<file path="src/rtl/pc_stack_fetch_if.sv">
// pc_stack_fetch_if: decoder sequencing controls toward the pc/stack stage,
// fetch address and return-stack status back.
interface pc_stack_fetch_if #(
    parameter int PC_WIDTH    = 10,
    parameter int STACK_DEPTH = 8
);
    localparam int SP_WIDTH = $clog2(STACK_DEPTH) + 1;

    logic                s_inc;
    logic                s_pila;
    logic                push;
    logic                pop;
    logic [PC_WIDTH-1:0] jump_addr;
    logic [PC_WIDTH-1:0] pc;
    logic [SP_WIDTH-1:0] sp;
    logic                stack_full;
    logic                stack_empty;
    logic                stack_overflow;
    logic                stack_underflow;

    modport master (
        output s_inc, s_pila, push, pop, jump_addr,
        input  pc, sp, stack_full, stack_empty, stack_overflow, stack_underflow
    );

    modport slave (
        input  s_inc, s_pila, push, pop, jump_addr,
        output pc, sp, stack_full, stack_empty, stack_overflow, stack_underflow
    );
endinterface

</file>
<file path="src/rtl/pc_stack_fetch.sv">
// pc_stack_fetch: program counter plus return-address LIFO with sticky error flags.
// Define PC_STACK_STALL_EN to add a stall input that freezes all state.
module pc_stack_fetch #(
    parameter int PC_WIDTH    = 10,
    parameter int STACK_DEPTH = 8
) (
    input  logic clk,
    input  logic reset,
`ifdef PC_STACK_STALL_EN
    input  logic stall,
`endif
    pc_stack_fetch_if.slave bus
);
    localparam int SPW = $clog2(STACK_DEPTH) + 1;

    logic [PC_WIDTH-1:0] stack [STACK_DEPTH];
    logic [PC_WIDTH-1:0] pc_q, pc_d, pc_inc;
    logic [SPW-1:0]      sp_q, sp_d;
    logic [SPW-2:0]      wr_idx, top_idx;
    logic                ovf_q, unf_q, full, empty, adv;
    logic                do_pop, do_push, ovf_evt, unf_evt, ret;

`ifdef PC_STACK_STALL_EN
    assign adv = !stall;
`else
    assign adv = 1'b1;
`endif

    assign full    = sp_q == SPW'(STACK_DEPTH);
    assign empty   = sp_q == '0;
    assign pc_inc  = pc_q + PC_WIDTH'(1);
    // Low sp bits address the slot above the top; one less is the top itself.
    assign wr_idx  = sp_q[SPW-2:0];
    assign top_idx = wr_idx - (SPW-1)'(1);
    // A pop always wins over a simultaneous push, which is then silently dropped.
    assign do_pop  = bus.pop && !empty;
    assign do_push = bus.push && !bus.pop && !full;
    assign ovf_evt = bus.push && !bus.pop && full;
    assign unf_evt = bus.pop && empty;
    assign ret     = bus.s_pila && bus.pop;

    always_comb begin
        pc_d = do_pop && ret ? stack[top_idx] :
               ret           ? pc_inc :
               !bus.s_inc    ? bus.jump_addr : pc_inc;
        sp_d = do_pop  ? sp_q - SPW'(1) :
               do_push ? sp_q + SPW'(1) : sp_q;
    end

    always_ff @(posedge clk or posedge reset) begin
        if (reset) begin
            pc_q  <= '0;
            sp_q  <= '0;
            ovf_q <= 1'b0;
            unf_q <= 1'b0;
        end else if (adv) begin
            pc_q  <= pc_d;
            sp_q  <= sp_d;
            ovf_q <= ovf_q | ovf_evt;
            unf_q <= unf_q | unf_evt;
        end
    end

    // Entry contents need no reset; sp alone defines which entries are valid.
    always_ff @(posedge clk) begin
        if (adv && do_push)
            stack[wr_idx] <= pc_inc;
    end

    assign bus.pc              = pc_q;
    assign bus.sp              = sp_q;
    assign bus.stack_full      = full;
    assign bus.stack_empty     = empty;
    assign bus.stack_overflow  = ovf_q;
    assign bus.stack_underflow = unf_q;
endmodule

</file>
<file path="src/flat_wrapper.sv">
// flat-port wrapper written by rule: the top's interface ports become plain ports
module pc_stack_fetch_flat 
#(
    parameter int PC_WIDTH    = 10,
    parameter int STACK_DEPTH = 8
)
  (clk, reset, bus_s_inc, bus_s_pila, bus_push, bus_pop, bus_jump_addr, bus_pc, bus_sp, bus_stack_full, bus_stack_empty, bus_stack_overflow, bus_stack_underflow);
  pc_stack_fetch_if #(.PC_WIDTH(PC_WIDTH), .STACK_DEPTH(STACK_DEPTH)) bus_i ();
  input  logic clk;
  input  logic reset;
  input wire logic [$bits(bus_i.s_inc)-1:0] bus_s_inc;
  input wire logic [$bits(bus_i.s_pila)-1:0] bus_s_pila;
  input wire logic [$bits(bus_i.push)-1:0] bus_push;
  input wire logic [$bits(bus_i.pop)-1:0] bus_pop;
  input wire logic [$bits(bus_i.jump_addr)-1:0] bus_jump_addr;
  output wire logic [$bits(bus_i.pc)-1:0] bus_pc;
  output wire logic [$bits(bus_i.sp)-1:0] bus_sp;
  output wire logic [$bits(bus_i.stack_full)-1:0] bus_stack_full;
  output wire logic [$bits(bus_i.stack_empty)-1:0] bus_stack_empty;
  output wire logic [$bits(bus_i.stack_overflow)-1:0] bus_stack_overflow;
  output wire logic [$bits(bus_i.stack_underflow)-1:0] bus_stack_underflow;
  assign bus_i.s_inc = bus_s_inc;
  assign bus_i.s_pila = bus_s_pila;
  assign bus_i.push = bus_push;
  assign bus_i.pop = bus_pop;
  assign bus_i.jump_addr = bus_jump_addr;
  assign bus_pc = bus_i.pc;
  assign bus_sp = bus_i.sp;
  assign bus_stack_full = bus_i.stack_full;
  assign bus_stack_empty = bus_i.stack_empty;
  assign bus_stack_overflow = bus_i.stack_overflow;
  assign bus_stack_underflow = bus_i.stack_underflow;
  pc_stack_fetch #(.PC_WIDTH(PC_WIDTH), .STACK_DEPTH(STACK_DEPTH)) u_core (.clk(clk), .reset(reset), .bus(bus_i));
endmodule
</file>
<file path="config.mk">
export PLATFORM = sky130hd
export DESIGN_NAME = pc_stack_fetch_flat
export DESIGN_NICKNAME = d
export VERILOG_FILES = /design/src/rtl/pc_stack_fetch_if.sv /design/src/rtl/pc_stack_fetch.sv /design/src/flat_wrapper.sv
export SDC_FILE = /design/constraint.sdc
export NUM_CORES = 1
export LEC_CHECK = 0
export ABC_AREA = 1
export CORE_MARGIN = 2
export CORE_UTILIZATION = 30
export DETAILED_ROUTE_END_ITERATION = 6
export PLACE_DENSITY = 0.45
export SYNTH_ARGS = -nofsm -noshare
export SYNTH_HDL_FRONTEND = slang
export SYNTH_SLANG_ARGS = --single-unit
</file>
<file path="constraint.sdc">
create_clock -name clk -period 2.5 [get_ports clk]
set_input_delay 0.25 -clock clk [delete_from_list [all_inputs] [get_ports clk]]
set_output_delay 0.25 -clock clk [all_outputs]
set_load 0.01 [all_outputs]
</file>
==> run summary <==
FINAL LAYOUT
--------------------------------------------------------------------------------------
Reg area                                                                      2800 µm²
Final standard cell count with taps included and fillers excluded                  608
Post-layout utilization of the core                                              35.8%
Number of nets in the layout                                                       438
Layout overhead on the synthesized area                                          18.3%
Combined area of the multi-input logic cells                                  1290 µm²
Final non-filler cell area                                                    5150 µm²
Total of fill cells in the finished design                                        1418
Number of antenna diodes                                                             0
Proportion of layout cells with a drive suffix above 1                           12.5%

WORST SETUP PATH
--------------------------------------------------------------------------------------
Worst Reg2Reg Path Length in Cells                                                   7
Worst setup path endpoint                                                 u_core.stack[2][8]
Gate family responsible for the most delay along the worst path           simple AND/OR/NAND/NOR gates
Launching element type of the critical path                                  flip-flop
Required time of the worst setup path                                          2.46 ns
Crit-path max FO                                                                    10
Endpoint of the worst-slack reg-to-reg timing path                        u_core.stack[2][8]
Start of the worst register-to-register path                              u_core.bus.sp[1]
Count of cell instances traversed by the critical path                               7
Total buffers and inverters traversed by the critical path                           2
Kind of capture point of the worst setup path                                flip-flop
Critical path class                                                       flip-flop to flip-flop
Launching element of the worst setup path                                 u_core.bus.sp[1]
Delay of the slowest cell on the worst path                                    0.83 ns
Slowest cell on the critical path                                         sky130_fd_sc_hd__nor2_1
Worst endpoint data arrival time                                               2.23 ns
Sequence of cells on the critical path                                    inv_1 -> ha_1 -> nand2_1 -> o211ai_2 -> inv_1 -> nand2_1 -> nor2_1
R2R Setup Slk                                                                  0.23 ns

CLOCKING
--------------------------------------------------------------------------------------
Number of buffers added by the clock tree synthesis step                             9
Maximum level of the CTS H-tree                                                      3
Clk pin slew, worst setup/hold paths                                           0.07 ns
Buffer count from post-CTS setup fixing                                              0
Clock tree from TritonCTS                                                         done
Post-CTS Hold Fix Bufs                                                               0
Bufs on Longest Clock Path                                                           2
Root Buffer Master                                                        sky130_fd_sc_hd__clkbuf_16
Num Clock Sinks                                                                     96
Clock latency on the worst-skew pair                                           0.34 ns

STA
--------------------------------------------------------------------------------------
Total of endpoints with negative setup slack in the final report                     0
Fmax                                                                           440 MHz
Count of pins over their slew limit                                                  0
Hold Worst Slack                                                              0.319 ns
Final setup slack of the worst path                                           0.225 ns
Final critical delay including setup and external delays                       2.27 ns
Number of failing hold endpoints at the final stage                                  0
Max-Slew Margin vs Limit                                                         30.0%
Least-Margin Pin Slew                                                          1.05 ns
Part of the cycle the worst path needs                                           91.0%
Setup TNS                                                                         0 ns
Clock skew                                                                  0.00697 ns
Unrepaired setup endpoints after global routing                                   true

DETAILED ROUTING
--------------------------------------------------------------------------------------
Count of routing violations after the opening detailed-route iteration             229
Vias                                                                              2814
Post-DRT Antenna Nets                                                                0
Routed wire length                                                             9760 µm
Per-cell via count in the routed design                                           4.63
Wire per inst                                                                  16.1 µm
Number of remaining DRC errors                                                       0
First drt pass iteration count                                                       4

SYNTHESIS
--------------------------------------------------------------------------------------
Post-synth cell types                                                               32
EDFF count, synth                                                                   80
Biggest area consumer among synthesized cells                             sky130_fd_sc_hd__edfxtp_1
Sequential element share of the synthesized area                                 64.4%
Average cell area after synthesis                                             11.3 µm²
Post-synthesis register bit count                                                   96
Most numerous cell in the Yosys netlist                                   sky130_fd_sc_hd__edfxtp_1
Net Count, Synth                                                                   403
Top FF cell, synth                                                        sky130_fd_sc_hd__edfxtp_1
Cell Area, Synth                                                              4350 µm²
Leading post-synthesis cells by cell area                                 sky130_fd_sc_hd__edfxtp_1 55%, sky130_fd_sc_hd__dfrtp_1 9.2%, sky130_fd_sc_hd__nor2_1 6.7%, sky130_fd_sc_hd__o21ai_0 5.5%, sky130_fd_sc_hd__nand2_1 2.9%
Top cells by count, synth                                                 80 x sky130_fd_sc_hd__edfxtp_1, 78 x sky130_fd_sc_hd__nor2_1, 48 x sky130_fd_sc_hd__o21ai_0, 34 x sky130_fd_sc_hd__nand2_1, 19 x sky130_fd_sc_hd__o21ai_1
Proportion of synthesized flip-flops having asynchronous set or reset            16.7%
Area fraction of the dominant cell type after synthesis                          55.2%
Mapped Cells                                                                       384
Total of warnings raised by yosys                                                    0

POWER AND IR DROP
--------------------------------------------------------------------------------------
Internal power of the cells                                                    4.15 mW
Sw power                                                                       2.70 mW
Power after layout                                                             6.85 mW
Maximum VDD drop                                                            0.000652 V
PwrDens                                                                    1330 nW/µm²
Switching fraction of total power                                                39.5%
Leakage power summed over all cells                                            1.83 nW
Clock Power Share                                                                20.2%
Relative contribution of combinational cells to total power                      43.9%
Share of total power in sequential cells                                         35.9%

GLOBAL ROUTING
--------------------------------------------------------------------------------------
Largest net degree at the start of global routing                                   46
Via count of the first global-routing pass                                        2859
Overall track demand over capacity in global routing                             13.2%
Number of antenna violations at the first check in global routing                    0
First-pass GRT wire length                                                    15700 µm
Residual overflow from global routing                                                0

FLOW RUN
--------------------------------------------------------------------------------------
Number of max-capacitance violations reported                                        0

DIE
--------------------------------------------------------------------------------------
Die area                                                                     15500 µm²
Ports                                                                               34
FP Rows                                                                             44
Die Width                                                                       124 µm
Core ar.                                                                     14400 µm²
Vertical die dimension                                                          124 µm
Initial Util                                                                     30.3%

PLACEMENT
--------------------------------------------------------------------------------------
Placement Setup Slack                                                         0.109 ns
Instance area after placement                                                 4850 µm²
Placed Cells incl. Taps                                                            592
IO Port Bufs                                                                        33
Final HPWL DP                                                                  6630 µm
Weighted congestion reported at the end of routability-driven placement          0.802

RUN STATUS
--------------------------------------------------------------------------------------
Run status                                                                finished clean

MIN PATH
--------------------------------------------------------------------------------------
HP Class                                                                  input port to asynchronous set/reset pin

-- how the worst min path moves through the flow --
stage | from | end | slack [ns] | cells past startpoint
3_5_place_dp | u_core.bus.stack_underflow | u_core.bus.stack_underflow | 0.47 | 1
4_1_cts | reset | u_core.bus.stack_underflow | 0.34 | 2
3_3_place_gp | u_core.bus.stack_underflow | u_core.bus.stack_underflow | 0.47 | 1
5_1_grt | reset | u_core.bus.stack_underflow | 0.37 | 2
2_1_floorplan | reset | u_core.bus.pc[0] | 0.16 | 1
6_report | reset | u_core.bus.stack_underflow | 0.32 | 2
-- kinds of logic (layout without fill, tap and decap cells) --
group	after synthesis	in the layout	synth area share, %
AO/OA/AOI/OAI	95	95	13.1
XOR/XNOR	9	9	1.98
adder cells (fa/ha/maj)	3	3	0.862
buffers and inverters	46	86	5.92
flip-flops	96	96	64.4
AND/OR/NAND/NOR	135	135	13.8
-- placed cells by master, fill, tap and decap left out, types with 6 or more instances in the layout --
| master | count |
|---|---|
| sky130_fd_sc_hd__nand3_1 | 11 |
| sky130_fd_sc_hd__o21ai_0 | 48 |
| sky130_fd_sc_hd__xor2_1 | 7 |
| sky130_fd_sc_hd__nor2_1 | 78 |
| sky130_fd_sc_hd__o21ai_1 | 19 |
| sky130_fd_sc_hd__buf_4 | 9 |
| sky130_fd_sc_hd__dfrtp_1 | 16 |
| sky130_fd_sc_hd__o211ai_1 | 17 |
| sky130_fd_sc_hd__clkdlybuf4s50_1 | 33 |
| sky130_fd_sc_hd__nand2_1 | 34 |
| sky130_fd_sc_hd__inv_1 | 18 |
| sky130_fd_sc_hd__clkbuf_16 | 9 |
| sky130_fd_sc_hd__inv_2 | 6 |
| sky130_fd_sc_hd__edfxtp_1 | 80 |
-- repair_timing --
| item | in CTS | in global routing |
|---|---|---|
| endpoints found under the hold margin | 0 | 0 |
| setup endpoints to repair | 0 | 20 |
| gates resized for setup | 0 | 0 |
-- power by group through the flow --
stage	clock, mW	combinational (mW)	sequential, mW
floorplan	0	1.96	2.51
global placement	0	3.06	2.49
detailed placement	0	3.07	2.49
CTS	1.43	3.08	2.46
global route	1.50	3.39	2.49
finish	1.38	3.01	2.46
-- layer usage --
metal  GRT usage (%)  part of all wire [%]
met1            16.7                    44
met2            22.1                    51
met3            3.87                   3.6
met4            3.17                  0.99
met5               0                     0
-- sequential cells by signal, indices dropped and copies added (netlist names) --
register,cells
u_core.bus.pc,10
u_core.stack,80
u_core.bus.stack_underflow,1
u_core.bus.sp,4
u_core.bus.stack_overflow,1
-- layout make-up --
type	instances	share of cell area (%)
flip-flops and latches	96	54.4
multi-input cells	242	25.1
repair buffers	43	8.12
well taps	184	4.47
clock buffers	10	4.45
inverters	27	2.11
clock inverters	6	1.31
Note: power is estimated with default switching activity, not from simulation.
